--- src/rtl/fifo_stream_drain.sv ---
// fifo_stream_drain
//   Read-side companion to the synchronous FIFO. It drains a non-FWFT FIFO
//   read port and turns the entries into a valid/ready stream. Reads are
//   prefetched into a small circular buffer, which hides the FIFO read
//   latency and keeps the stream at one beat per cycle. A read is only
//   issued when a buffer slot is guaranteed for its data.
//
// Ports:
//   clk, rst_n       clock, asynchronous active-low reset
//   fifo_empty       source FIFO empty flag
//   fifo_rd_en       read request to the source FIFO
//   fifo_dout        source FIFO read data
//   fifo_valid       fifo_dout valid, RD_LATENCY cycles after a read
//   m_valid/m_ready  stream handshake
//   m_data           stream data (buffer head)
//   flush            synchronous discard of buffered and in-flight data
//   occupancy        entries currently held in the local buffer
//   err_unexp_valid  sticky: fifo_valid arrived with no read outstanding
module fifo_stream_drain #(
  parameter int DATA_WIDTH = 8,
  parameter int RD_LATENCY = 1,
  parameter int BUF_DEPTH  = RD_LATENCY + 1
) (
  input  logic                             clk,
  input  logic                             rst_n,
  input  logic                             fifo_empty,
  output logic                             fifo_rd_en,
  input  logic [DATA_WIDTH-1:0]            fifo_dout,
  input  logic                             fifo_valid,
  output logic                             m_valid,
  input  logic                             m_ready,
  output logic [DATA_WIDTH-1:0]            m_data,
  input  logic                             flush,
  output logic [$clog2(BUF_DEPTH+1)-1:0]   occupancy,
  output logic                             err_unexp_valid
);

  localparam int OCC_W = $clog2(BUF_DEPTH + 1);
  localparam int INF_W = (RD_LATENCY > 0) ? $clog2(RD_LATENCY + 1) : 1;
  localparam int PTR_W = (BUF_DEPTH > 1) ? $clog2(BUF_DEPTH) : 1;

  logic [DATA_WIDTH-1:0] buffer [BUF_DEPTH];
  logic [PTR_W-1:0]      head;
  logic [PTR_W-1:0]      tail;
  logic [OCC_W-1:0]      occ;
  logic [INF_W-1:0]      inflight;
  logic [INF_W-1:0]      discard;

  logic                  pop;
  logic                  capture;
  logic                  live_valid;
  logic                  unexp;
  logic [INF_W-1:0]      pending;
  logic [INF_W-1:0]      discard_load;
  int                    space;

  function automatic logic [PTR_W-1:0] ptr_inc(input logic [PTR_W-1:0] p);
    return (p == PTR_W'(BUF_DEPTH - 1)) ? '0 : p + 1'b1;
  endfunction

  assign m_valid   = (occ != '0);
  assign m_data    = buffer[head];
  assign occupancy = occ;

  // Read issue and data classification. A slot freed by this cycle's pop
  // counts as space, which is what lets the stream run at one beat/cycle.
  // rd_en is gated by rst_n so no read leaks out while the block is held
  // in reset with a non-empty source.
  always_comb begin
    pop          = m_valid && m_ready;
    space        = BUF_DEPTH - int'(occ) - int'(inflight) + (pop ? 1 : 0);
    fifo_rd_en   = rst_n && !fifo_empty && (space >= 1) && !flush && (discard == '0);
    // Returns drain the discard count first: those reads were issued
    // before any read that is still counted in inflight.
    live_valid   = fifo_valid && (discard == '0) && (inflight != '0);
    capture      = live_valid && !flush;
    unexp        = fifo_valid && (inflight == '0) && (discard == '0);
    pending      = discard + inflight;
    discard_load = (fifo_valid && (pending != '0)) ? pending - 1'b1 : pending;
  end

  // Buffer storage, pointers and occupancy.
  always_ff @(posedge clk or negedge rst_n) begin
    if (!rst_n) begin
      for (int i = 0; i < BUF_DEPTH; i++) buffer[i] <= '0;
      head <= '0;
      tail <= '0;
      occ  <= '0;
    end else if (flush) begin
      head <= '0;
      tail <= '0;
      occ  <= '0;
    end else begin
      if (capture) begin
        buffer[tail] <= fifo_dout;
        tail         <= ptr_inc(tail);
      end
      if (pop) head <= ptr_inc(head);
      case ({capture, pop})
        2'b10:   occ <= occ + 1'b1;
        2'b01:   occ <= occ - 1'b1;
        default: occ <= occ;
      endcase
    end
  end

  // Outstanding-read bookkeeping. On flush every read still owed by the
  // FIFO moves into discard, less the one returning in the flush cycle.
  always_ff @(posedge clk or negedge rst_n) begin
    if (!rst_n) begin
      inflight <= '0;
      discard  <= '0;
    end else if (flush) begin
      inflight <= '0;
      discard  <= discard_load;
    end else begin
      if ((discard != '0) && fifo_valid) discard <= discard - 1'b1;
      case ({fifo_rd_en, live_valid})
        2'b10:   inflight <= inflight + 1'b1;
        2'b01:   inflight <= inflight - 1'b1;
        default: inflight <= inflight;
      endcase
    end
  end

  always_ff @(posedge clk or negedge rst_n) begin
    if (!rst_n)     err_unexp_valid <= 1'b0;
    else if (unexp) err_unexp_valid <= 1'b1;
  end

endmodule

--- config.mk ---
export PLATFORM = sky130hd
export DESIGN_NAME = fifo_stream_drain
export DESIGN_NICKNAME = d
export VERILOG_FILES = /design/src/rtl/fifo_stream_drain.sv
export SDC_FILE = /design/constraint.sdc
export NUM_CORES = 1
export LEC_CHECK = 0
export ABC_AREA = 1
export BUFFER_PORTS_ARGS = -buffer_cell sky130_fd_sc_hd__buf_2
export CORE_MARGIN = 2
export CORE_UTILIZATION = 25
export CTS_CLUSTER_SIZE = 40
export DETAILED_ROUTE_END_ITERATION = 8
export GPL_ROUTABILITY_DRIVEN = 0
export GPL_TIMING_DRIVEN = 0
export PLACE_DENSITY_LB_ADDON = 0.3
export SETUP_SLACK_MARGIN = 0.15
export SLEW_MARGIN = 10
export SYNTH_ARGS = -nofsm -noshare
export SYNTH_HDL_FRONTEND = slang
export SYNTH_SLANG_ARGS = --single-unit
--- constraint.sdc ---
create_clock -name clk -period 2.3 [get_ports clk]
set_clock_uncertainty 0.05 [all_clocks]
set_input_delay 0.345 -clock clk [delete_from_list [all_inputs] [get_ports clk]]
set_output_delay 0.345 -clock clk [all_outputs]
set_load 0.01 [all_outputs]
After elaboration in Yosys (flattened, before gate mapping)

Cells that the tools add are included.

Bits in registers: 23
Input bits: 14
Output and inout bits: 13

Eq/ne operators: 4
Bitwise gates (word level): 5
$lt $le $gt $ge: 4
Reduce and logical (&&, ||, !) cells: 22
Add/subtract/negate cells: 12
Multiplexer cells: 20

Operators by type and width:

| kind                                                       | number |
|---|---|
| two-way mux 8 bit                                          | 4 |
| bitwise mux 16 bit                                         | 1 |
| logical AND 1 bit                                          | 13 |
| two-way mux 1 bit                                          | 11 |
| demux 8 bit (select 1 bit)                                 | 1 |
| nonzero test 2 bit                                         | 4 |
| nonzero test 3 bit                                         | 2 |
| adder 4 x 2 -> 5 bit                                       | 1 |
| >= comparator 5 x 2 -> 1 bit, second input constant        | 1 |
| == test 2 x 1 -> 1 bit, second input constant              | 2 |
| == test 2 bit, second input constant                       | 2 |
| >= comparator 2 bit, second input constant                 | 2 |
| inverter 1 -> 2 bit                                        | 2 |
| case mux 2 bit (2 select lines)                            | 1 |
| subtractor 3 x 2 -> 4 bit                                  | 1 |
| adder 1 bit, second input constant                         | 3 |
| inverter 1 bit                                             | 3 |
| subtractor 1 bit, second input constant                    | 3 |
| subtractor 2 x 2 -> 3 bit, first input constant            | 1 |
| adder 2 x 1 -> 2 bit, second input constant                | 1 |
| zero test 1 bit                                            | 2 |
| less-than comparator 2 x 1 -> 1 bit, second input constant | 1 |
| two-way mux 2 bit                                          | 1 |
| case mux 1 bit (2 select lines)                            | 1 |
| other kinds (3)                                            | 3 |

Logic depth before layout (Yosys ltp)

Gate-level depths: netlist of the first run.

Depth after elaboration: 11
Mapped depth: 15

Least setup slack after synthesis of the first run

OpenSTA, ideal clock, no wires.

Path kind: register to output
Start: reg occ[0], in the netlist occupancy[0]
End: out fifo_rd_en
Path slack: -0.437 ns
Required time: 1.905 ns
Path buffers: 0
Stages on the path, launching flop included: 14
Arrival: 2.342 ns
Cells stage by stage: dfrtp_1 -> inv_1 -> ha_1 -> inv_1 -> nand2_1 -> inv_1 -> ha_1 -> inv_1 -> fa_1 -> inv_1 -> ha_1 -> nor3b_1 -> nand2_1 -> and2_1

Longest elaborated chain between the ends: 8
Elaborated cells on any way between the ends: 10
Classes of those cells: 3 x add/sub; 1 x order compare; 1 x mux; 5 x reduce/logical

RTL lines:

| element                        | RTL line | RTL |
|---|---|---|
| start: declaration             | 45       | `logic [OCC_W-1:0] occ;` |
| start signal: assignment       | 100      | `2'b10: occ <= occ + 1'b1;` |
| start signal: assignment       | 101      | `2'b01: occ <= occ - 1'b1;` |
| nonzero test 2 bit             | 61       | `assign m_valid = (occ != '0);` |
| net m_valid                    | 30       | `output logic m_valid,` |
| logical AND 1 bit              | 70       | `pop = m_valid && m_ready;` |
| two-way mux 1 bit              | 71       | `space = BUF_DEPTH - int'(occ) - int'(inflight) + (pop ? 1 : 0);` |
| adder 4 x 2 -> 5 bit           | 71       |  |
| >= comparator 5 x 2 -> 1 bit   | 72       | `fifo_rd_en = rst_n && !fifo_empty && (space >= 1) && !flush && (discard == '0);` |
| logical AND 1 bit (3 in a row) | 72       |  |
| end: declaration               | 27       | `output logic fifo_rd_en,` |

The timed path passes the listed nets, and every way through them passes these cells.

Final worst setup path of the first run

Start: reg occ[0], in the netlist occupancy[0]
End: out fifo_rd_en

Longest elaborated chain between the ends: 8
Elaborated cells on any way between the ends: 10
Classes of those cells: 3 x add/sub; 1 x order compare; 1 x mux; 5 x reduce/logical

RTL lines:

| element                                                           | RTL line |
|---|---|
| branches (longest 3 deep; another with subtractor 3 x 2 -> 4 bit) | - |
| adder 4 x 2 -> 5 bit (*)                                          | 71 |
| >= comparator 5 x 2 -> 1 bit (*)                                  | 72 |
| logical AND 1 bit (*) (3 in a row)                                | 72 |

Mark *: on every way between the ends.

==> results.md, run 1 <==
Outcome:
- The run finished, with violations left.
- The checks that failed: negative hold slack, negative setup slack.

Synth:
- The most used flip-flop cell after synthesis is dfrtp_1.
- Of the post-synthesis cell area, the dominant cell type holds 0.4389.
- The synthesized area divided by synthesized cell count is 8.627 µm².
- The share of synthesized registers carrying an async set or reset is 1.000.
- Ranked by instance count, the synthesized netlist is headed by nand2_1, dfrtp_1, inv_1.
- The synthesized netlist occupies a cell area of 1311 µm².
- The part of the Yosys area used for sequential elements is 0.4389.
- For this run, the number of Yosys warnings is 0.
- When the netlist entered floorplanning its net count stood at 173.
- In the synthesized netlist, the number of instances is between 150 and 200.
- The count of flip-flops with a built-in enable after synthesis is 0.
- nand2_1 is the most common cell in the netlist.
- The top cell type by total area after synthesis is dfrtp_1.
- The synthesized design contains 23 register bits.
- Sorting the synthesized cells by area gives the leading types as dfrtp_1, nand2_1, o21ai_2.
- The count of distinct cell types in the synthesized netlist is 24.

Pwr:
- Power spread over the standard cell area amounts to 1094 nW/µm².
- Summed over all cells, the static leakage comes to 0.9045 nW.
- The worst-case IR drop observed on VDD is around 280 µV.
- The completed layout was analyzed and its total power is 1.923 mW.

Place:
- In this run the tool buffered the top-level ports with 26 buffer cells.
- Detailed placement ended at an HPWL of ~1.9 mm.

Detailed routing:
- In this run the remaining antenna-violating nets after routing total 0.
- For this run, design rule violations remaining after detail routing come to 0.
- The first routing iteration left 51 violations.
- The pre-antenna-repair detailed-routing pass consisted of 4 iterations.
- The total via count in the routed design is roughly 1,100.
- After detailed routing, the average wire length per cell comes to 10.95 µm.
- The via-per-instance ratio is 4.061.
- The total wirelength of the detailed-routed design is around 2.9 mm.

Clock network:
- The number of CTS-inserted buffers is 3.
- For the worst-skew pair, the clock arrives at the later sink with an insertion delay of approximately 260 ps.
- The number of buffers inserted by hold repair at cts is 0.
- The CTS tree is built.
- In this run the number of H-tree levels came out at 1.
- Counting every sink on the clock net gives 23.
- Clock-pin slew was measured on the worst setup and hold paths at ~90 ps.
- No sink is reached through more buffers than the 2 on the longest clock path.
- The buffer type at the clock tree root is clkbuf_8.

Final layout:
- The layout has 550 filler cells.
- Measured on the finished design, the core utilization comes to 0.3464.
- Relative to the synthesized area, the layout overhead comes to 34.07%.
- The number of diodes is 0.
- The final layout contains roughly 220 nets.
- In the final layout, the share of cells above drive strength 1 is 0.4508.

Critical path:
- The number of cells traversed by the worst register-to-register path is 18.
- Of all nets on the critical path, the largest fanout is 4.
- In this run the register-to-register setup slack is -190 ps.
- Data arrives at the worst endpoint at roughly 2300 ps.
- The capture instance of the worst register-to-register path is inflight.
- The critical register-to-register path startpoint is occupancy[0].
- The critical path data required time is 1900 ps.
- STA classifies the critical path endpoint as a primary output.
- The launching element type of the critical path is a register.
- The critical path is of the reg2out type.

Timing:
- Of the available clock period, the critical path in the final layout requires 1.150.
- The post-route minimum period is 2645 ps.
- The total negative slack for setup checks is -529.8 ps.
- The max-slew violation total from the final report was 0.
- The number of failing hold endpoints at the final stage is 13.
- Setup slack on the critical path of the routed design comes to -344.5 ps.
- Across all hold checks on the routed design, the worst slack comes to -8.089 ps.
- The slew at the pin closest to its max-slew limit is 536.5 ps.
- Measured against its own limit, the worst slew margin works out to 0.6423.
- The count of endpoints failing setup in the final report is 2.
- Setup repair after global routing could not meet its margin everywhere.
- The fmax is between 0.3 and 0.4 GHz.

Hold path:
- The type of the most critical hold path is in2async.

Floorplan:
- The effective utilization at floorplan is 0.2584.
- The core outline area is 5075 µm².
- The die is ~76 µm wide.
- The die is 76.42 µm tall.
- The initialized floorplan defines 26 standard-cell rows.
- The count of pins on the block boundary is 27.
- The area of the die is 5840 µm².

Global route:
- In the global route stage, overall resource usage came out at 0.1103.
- After global routing the overflow that remains totals 0.
- The global-route wire length before repair is 5.161 mm.
- The number of antenna violations at the first check in global routing is 0.
- The number of global-route vias before repair was 1,086.
- The maximum number of pins on one net before global-route repair is 25.

Flow run:
- The number of maximum-capacitance violations is 0.
## worst max-delay path: stages, from the launching register on
cell and delay [ps]:
dfrtp_2 390, inv_4 60, ha_4 160, inv_4 50, nand2_4 50, inv_4 60
ha_4 130, inv_2 30, fa_2 320, inv_2 70, ha_4 190, nor3b_2 140
nand2_1 80, and2_4 150, buf_6 110
## sequential cells by signal, summed over array words and instances (netlist names)
signal           count
buffer              16
discard              1
err_unexp_valid      1
head                 1
inflight             1
occupancy            2
tail                 1
## worst max path at each step
stage                             from         end  slack, ps  cells past startpoint
after floorplan           occupancy[0]  fifo_rd_en        -90                     13
after global placement    occupancy[0]  fifo_rd_en       -250                     14
after detailed placement  occupancy[0]  fifo_rd_en       -270                     14
after CTS                 occupancy[0]  fifo_rd_en       -390                     14
after global routing      occupancy[0]  fifo_rd_en       -480                     14
final                     occupancy[0]  fifo_rd_en       -340                     14
## through the flow
step / instances / area [µm²] / setup WS, ps
floorplan: 152 / 1376 / -88.31
global placement: 248 / 1594 / -249.1
detailed placement: 248 / 1594 / -274.0
CTS: 263 / 1758 / -393.2
global route: 263 / 1758 / -482.9
finish: 263 / 1758 / -344.5
## placed cells by master, fill, tap and decap left out, drive strengths merged
master	Yosys	routed
clkbuf	0	3
nor3b	1	1
nor2	4	4
fa	2	2
xnor2	1	1
o21ai	19	19
a21oi	5	5
dfrtp	23	23
nand2	55	55
nand3	5	5
inv	22	22
ha	5	5
buf	3	40
clkinv	1	2
and2	1	1
nor3	2	2
nand4	1	1
nand3b	1	1
a31o	1	1
## cell type report
type	instances	area, µm²	share of cell area
plain buffers	3	27.53	0.01566
clock buffers	3	41.29	0.02349
clock inverters	1	5.005	0.002847
inverters	23	96.34	0.05480
multi-input cells	103	690.7	0.3929
flip-flops and latches	23	579.3	0.3295
well taps	70	87.58	0.04982
repair buffers	37	230.2	0.1310
## routing by layer
layer  routed length, µm  track usage  up-vias
li1                    -            -      559
met1                1347       0.1434      494
met2                1449       0.1858       11
met3                  34      0.01066        4
met4                  48      0.04909        0
met5                   0            0        -
## power breakdown
group	switching (mW)	leakage [nW]	internal (mW)
clock	0.140	0.0255	0.121
combinational	0.550	0.578	0.547
sequential	0.0591	0.301	0.506
total	0.749	0.904	1.17
## logic make-up after synthesis
kind of cell | after synthesis | share of synthesized area
AND/OR/NAND/NOR | 70 | 0.2433
XOR/XNOR | 1 | 0.006681
AO/OA/AOI/OAI | 25 | 0.1441
buffers and inverters | 26 | 0.08873
flip-flops | 23 | 0.4389
adder cells (fa/ha/maj) | 7 | 0.07825
## repair_timing
item                                    in CTS  in global routing
endpoints found under the hold margin        0                  0
pin swaps                                    9                  1
setup buffers                               11                  0
resized for setup                            8                  0
endpoints found under the setup margin       2                  2
No activity file was read; power rests on OpenSTA's default activity.
==> inputs of run 2 (changes only) <==
CELL_PAD_IN_SITES_DETAIL_PLACEMENT = 0   (was default)
CELL_PAD_IN_SITES_GLOBAL_PLACEMENT = 1   (was default)
PLACE_DENSITY_LB_ADDON = 0.15   (was 0.3)
==> run 2 against run 1 <==
Effect of this change:
- the run ends with negative setup slack left
- critical path depth unchanged
- cell area rose by 2.8%
- power up 3.1%
- clock power decreased by 5%
- combinational power rose by 6%
- count of clock-buffer cells in the layout is 1 higher
- via count increased by 3.7%
- worst hold slack better by 20 ps
- worst setup slack got worse by 18 ps
- sequential share of layout area down 0.91 points
- critical endpoint unchanged
- highest routed layer unchanged
==> results.md, run 2 (synthesis gave the netlist of run 1 again) <==
Final layout:
- The leading cell type in the layout, fill and taps excluded is nand2_1.
- The register with the most flip-flops in the layout has 16 of them.
- Relative to the synthesized area, the layout overhead comes to 37.88%.
- After filler insertion, the fill cell instance count of the layout stands at between 500 and 600.
- The area of all placed cells without fillers is 1808 µm².
- The net count of the finished layout is 220.
- At the end of the flow the core is filled with cells to 0.3563.
- The layout cell share with drive strength beyond 1 is 0.4697.
- The number of antenna diodes in the final layout is 0.
- The largest register by flop count is buffer.
- In the layout the commonest cells are nand2_1, buf_2, dfrtp_1.

Timing:
- The slew at the pin closest to its max-slew limit is 552.0 ps.
- Setup slack on the critical path of the routed design comes to -362.8 ps.
- The count of endpoints failing setup in the final report is 2.
- The max-slew violation total from the final report came to 0.
- The routed design could run at a clock period as short as 2663 ps.
- Setup repair after global routing could not meet its margin everywhere.
- Measured against its own limit, the worst slew margin works out to 0.6320.
- The tightest hold path in the finished design has a slack of between 10 and 15 ps.
- The share of the cycle needed by the critical path after routing is 1.158.
- The number of failing hold endpoints at the final stage came to 0.
- Static timing analysis puts the maximum clock frequency at 0.3755 GHz.

Pwr:
- IR analysis of the VDD net gives a maximum drop of 644.1 µV.
- The share of total power in combinational logic is 0.590.
- Summed over all nets, the switching power comes to ~760 µW.
- The proportion of total power due to net switching is 0.3841.
- The analysis attributes to cell leakage a power of around 0.93 nW.
- The share of total power dissipated in the clock network is 0.124.
- The portion of total power attributed to sequential cells is 0.286.
- The internal power is 1.221 mW.
- The power per cell area is 1097 nW/µm².
- The total power of the final layout is 1.983 mW.

Critical path:
- The slowest stage of the critical path is the dfrtp_2 cell.
- In this design, the stage delay of the slowest critical-path cell is ~400 ps.
- The number of buffer and inverter instances along the worst setup path is 6.
- Across all register-to-register paths, the minimum setup slack is -110 ps.
- The worst setup path is launched from a register.
- The critical path in this run is classified as reg2out.
- For the worst setup path, the data required time is 1900 ps.
- The top cell family by delay on the critical path is adder cells.
- Data on the critical path arrives at its endpoint at 2270 ps.
- The number of cells on the worst reg-to-reg path is 17.
- Traced cell by cell, the critical path runs through inv_4, ha_4, inv_4, nand2_4, inv_4, ha_4, inv_2, fa_2, inv_2, ha_4, nor3b_2, nand2_1, and2_4, buf_6.
- The critical register-to-register path startpoint is occupancy[0].
- The capture instance of the worst register-to-register path is inflight.
- The critical-path maximum fanout is 4.
- The critical path capture point is fifo_rd_en.
- The type of element capturing the critical path is a primary output.
- The critical path launch point is occupancy[0].
- The critical path crosses 14 cells after its start point.

Floorplan:
- The count of pins on the block boundary is 27.
- The core outline area is 5075 µm².
- The vertical extent of the die is 76.42 µm.
- The area of the die is 5840 µm².
- The effective utilization at floorplan is 0.2584.
- Measured along the x axis, the die boundary spans 76.42 µm.
- The number of placement rows is 26.

Detailed routing:
- In the routed layout, each cell is associated on average with a via count of 4.131.
- The number of iterations in the first detailed-routing pass is 4.
- The remaining number of nets flagged by the antenna check after routing is 0.
- The routed wire length on met2 is 1.580 mm.
- The total wirelength of the detailed-routed design is 3.072 mm.
- The post-route met1 wirelength is 1.377 mm.
- The count of routing violations after the opening detailed-route iteration is 46.
- The routed length per placed instance is 11.46 µm.
- After detailed routing, the number of remaining DRC violations is 0.
- The top layer reached by signal wires is met4.
- Summed over all nets, wire length on met3 after detailed routing comes to around 80 µm.
- The final route contains 1,107 vias.

Clock network:
- The buffer type at the clock tree root is clkbuf_8.
- The maximum clock path buffer count is 2.
- The number of buffers inserted by hold repair at cts is 0.
- The number of CTS-inserted buffers is 3.
- The insertion delay to the later sink of the worst-skew pair is 260 ps.
- Clock-pin slew was measured on the worst setup and hold paths at 80 ps.
- CTS saw 23 sinks.
- In this run the number of H-tree levels came out at 1.
- TritonCTS built the clock tree.

Hold path:
- The worst hold path belongs to the class in2async.

Place:
- After detailed placement, the total cell area comes to 1594 µm².
- At the placement stage, the worst setup path has a slack of -298.3 ps.
- Port buffering added 26 buffers.
- Once detailed placement completed, the half-perimeter wirelength came to 2.148 mm.

Outcome:
- The run finished, with violations left.
- The final reports fail on negative setup slack.

Global route:
- Summed over all layers, the global routing overflow is 0.
- The total routing usage reported by global routing is 0.1129.
- The number of antenna violations at the first check in global routing came to 0.
- The global-route wire length before repair is 5.292 mm.
- The maximum number of pins on one net before global-route repair is 25.
- The number of global-route vias before repair is 1,110.

Flow run:
- Max-cap violations in this run came to 0.
run 2: cell count changes in the layout (fill, tap and decap cells not counted):
cell,delta
inv_4,+2
clkinv_2,-1
clkbuf_1,+1
buf_4,+6
inv_1,-1
ha_4,+1
ha_1,-1
inv_2,-1
buf_6,-1
run 2: worst min path at each step:
stage / cells after the start / startpoint / to / slack (ps)
after global placement: 1 / rst_n / inflight / 310
after floorplan: 0 / rst_n / buffer[0] / -0.6
after detailed placement: 1 / rst_n / inflight / 330
final: 1 / rst_n / discard / 10
after global routing: 1 / rst_n / err_unexp_valid / 60
after CTS: 1 / rst_n / err_unexp_valid / 40
run 2: power by group through the flow:
stage | Clock (mW) | Combinational (mW) | Sequential, mW
global route | 0.278 | 1.31 | 0.578
floorplan | 0 | 0.592 | 0.589
detailed placement | 0 | 0.825 | 0.596
global placement | 0 | 0.797 | 0.593
CTS | 0.264 | 1.05 | 0.567
finish | 0.247 | 1.17 | 0.567
run 2: cell type report:
| type | count | area [µm²] | share of cell area |
|---|---|---|---|
| repair buffers | 42 | 264.0 | 0.1460 |
| well taps | 70 | 87.58 | 0.04844 |
| multi-input cells | 103 | 703.2 | 0.3889 |
| plain buffers | 3 | 27.53 | 0.01522 |
| inverters | 23 | 101.3 | 0.05606 |
| clock buffers | 4 | 45.04 | 0.02491 |
| flip-flops and latches | 23 | 579.3 | 0.3204 |
run 2: layer usage:
layer	up-vias	track usage
met5	-	0
met4	0	0.04364
met3	2	0.01659
met2	16	0.2000
met1	519	0.1376
li1	570	-
run 2: what timing repair did:
| action | in CTS | in global routing |
|---|---|---|
| pin swaps | 9 | 4 |
| setup buffers | 8 | 8 |
| gates resized for setup | 7 | 4 |
| setup endpoints to repair | 2 | 2 |
run 2: through the flow:
step,setup TNS [ps],instances
3_5_place_dp,-310.0,248
2_1_floorplan,-88.31,152
4_1_cts,-465.7,260
3_3_place_gp,-260.9,248
6_report,-474.1,268
5_1_grt,-667.3,268
==> inputs of run 3 (changes only) <==
BUFFER_PORTS_ARGS = default   (was -buffer_cell sky130_fd_sc_hd__buf_2)
DONT_BUFFER_PORTS = 1   (was default)
clock period = 2.7 ns   (was 2.3 ns; I/O delays follow)
==> run 3 against run 2 <==
Effect of this change:
- the flow still finishes with violations (negative setup slack)
- sequential share of layout area increased by 2.5 points
- global-route usage about the same
- worst setup slack improved by 280 ps
- sequential power decreased by 10%
- non-clock buffer count is 27 lower
- cell area is 7.5% lower
- power down 20%
- combinational power fell by 26%
- largest cell class unchanged
- largest power group unchanged
==> results.md, run 3 (synthesis gave the netlist of run 1 again) <==
Pwr:
- Power spread over the standard cell area amounts to roughly 950 nW/µm².
- Summed over all cells, the static leakage comes to 0.8123 nW.
- The total power of the final layout is 1.583 mW.
- The largest voltage drop on the vdd net is 347.9 µV.

Floorplan:
- The die covers 5840 µm².
- The die is 76.42 µm tall.
- The count of pins on the block boundary is 27.
- The number of placement rows is 26.
- The floorplan die width is 76.42 µm.
- The region available for standard cell placement spans 5075 µm².
- For this configuration, the core starts out at a cell density of 0.2584.

Critical path:
- In this run the worst setup path terminates at fifo_rd_en.
- Of all nets on the critical path, the largest fanout is 5.
- At the worst endpoint, the arrival time is 2330 ps.
- The critical path data required time is about 2300 ps.
- The worst register-to-register path ends at inflight.
- STA classifies the critical path endpoint as a primary output.
- The critical register-to-register path startpoint is occupancy[0].
- Counting cells, the worst reg-to-reg path comes to 19.
- The launching element type of the critical path is a register.
- The critical path launch point is occupancy[0].
- The path type of the worst setup path is reg2out.
- Across all register-to-register paths, the minimum setup slack is 50 ps.

Place:
- The count of port buffers added during placement is 0.
- The post-detailed-placement half-perimeter wirelength is 2.084 mm.
- At the placement stage, the worst setup path has a slack of -39.75 ps.

Timing:
- The max-slew violation total from the final report is 0.
- In the post-route analysis, the smallest setup slack over all paths is -81.59 ps.
- The number of failing hold endpoints at the final stage is 0.
- The worst hold margin is 152.5 ps.
- The fmax is 0.3595 GHz.
- Dividing the final minimum period by the clock period gives 1.030.
- Counting I/O delays and the setup requirement, the final critical path takes 2782 ps.
- The count of endpoints failing setup in the final report is 1.
- At the pin with the least slew margin, the transition time is ~330 ps.
- The relative slew slack is 0.7765.
- Setup repair after global routing could not meet its margin everywhere.

Detailed routing:
- The post-route met1 wirelength is 1.404 mm.
- The routed layout has 1,029 vias.
- After detailed routing, the met3 layer carries roughly 140 µm of wire.
- The final routed DRC violation total is 0.
- The via-per-instance ratio is 4.270.
- Summed over all layers, the routed wires come to roughly 3.1 mm.
- The count of routing violations after the opening detailed-route iteration is 29.
- Routed signal wires occupy layers up through met4.
- The pre-antenna-repair detailed-routing pass consisted of 4 iterations.
- Dividing the detail-routed wire length by the instance count gives 12.81 µm.
- The routed design uses 1.522 mm of met2 wire.
- The remaining number of nets flagged by the antenna check after routing is 0.

Clock network:
- TritonCTS built the clock tree.
- The root buffer cell chosen for the clock tree is clkbuf_8.
- After clock tree synthesis, the clock-pin slew on the worst setup and hold paths is roughly 80 ps.
- The later pin in the worst-skew pair is clocked with a latency of ~260 ps.
- The count of clock tree sinks is 23.
- The maximum clock path buffer count is 2.
- CTS built an H-tree with a depth of 1.
- The number of CTS-inserted buffers is 3.

Final layout:
- The number of antenna diodes in the final layout is 0.
- In the final layout, the share of cells above drive strength 1 is 0.3684.
- The fill cell total of the finished layout is between 500 and 600.
- The net count of the finished layout is between 150 and 200.
- The area added between synthesis and finish is 27.48%.
- The leading cell type in the layout, fill and taps excluded is nand2_1.
- The flip-flop count of the largest register, all copies and words added is 16.
- The largest register by flop count is buffer.
- In the layout the commonest cells are nand2_1, dfrtp_1, o21ai_2.

Hold path:
- The type of the most critical hold path is in2reg.
- In this run the most critical hold path is launched from fifo_valid.

Outcome:
- The final reports fail on negative setup slack.
- The run finished, with violations left.

Global route:
- The first global-routing pass estimated 5.230 mm of wire.
- The number of global-route vias before repair is 1,073.
- The total routing usage reported by global routing is 0.1126.
- The number of antenna violations at the first check in global routing is 0.
- Global routing finished with a remaining overflow of 0.
- The maximum number of pins on one net before global-route repair is 24.

Flow run:
- Max-cap violations in this run came to 0.
==> run 3: changes by cell type in the layout (fill, tap and decap cells not counted), sizes merged <==
cell         delta
dlygate4sd3     +1
buf            -28
==> run 3: area by class of cell <==
class,count,area (µm²),area share
clock buffer,4,45.04,0.02695
timing repair buffer,15,138.9,0.08308
buffer,3,27.53,0.01647
inverter,23,98.84,0.05913
tap,70,87.58,0.05240
sequential,23,578.1,0.3458
multi-input combinational,103,695.7,0.4162
==> run 3: where the power goes <==
group | internal, mW | switching [mW]
clock | 0.105 | 0.106
combinational | 0.425 | 0.437
sequential | 0.431 | 0.0798
==> run 3: worst max-delay path, stage by stage (launching register included) <==
cell and delay, ps:
dfrtp_2 480, inv_4 80, ha_4 180, inv_6 80
nand2_4 60, inv_4 60, ha_4 120, inv_2 30
fa_2 330, inv_2 70, ha_4 110, nor2_1 30
nor2_1 230, and2_4 210
==> run 3: worst min-delay path by stage <==
stage                   endpoint  slack, ps  cells after the start
finish                   discard        150                      1
global route             discard        140                      1
CTS                      discard        150                      1
detailed placement  occupancy[1]         60                      0
global placement    occupancy[1]         60                      0
floorplan              buffer[0]         60                      0
==> run 3: what timing repair did <==
item	CTS	global route
hold buffers	2	0
resized for setup	14	4
setup buffers	10	3
hold endpoints to repair	23	0
pin swaps	3	2
setup endpoints to repair	1	2
==> run 3: per-layer routing <==
metal,vias up,GRT usage
met5,-,0
met4,0,0.01636
met3,2,0.03673
met2,18,0.1947
met1,491,0.1397
li1,518,-
==> run 3: metrics by stage <==
step	instances	util	TNS [ps]	cell area, µm²
after detailed placement	222	0.2811	-39.75	1426
after global placement	222	0.2811	0	1426
after CTS	238	0.3217	-116.8	1633
after global routing	241	0.3294	-374.3	1672
final	241	0.3294	-81.59	1672
after floorplan	152	-	0	1339
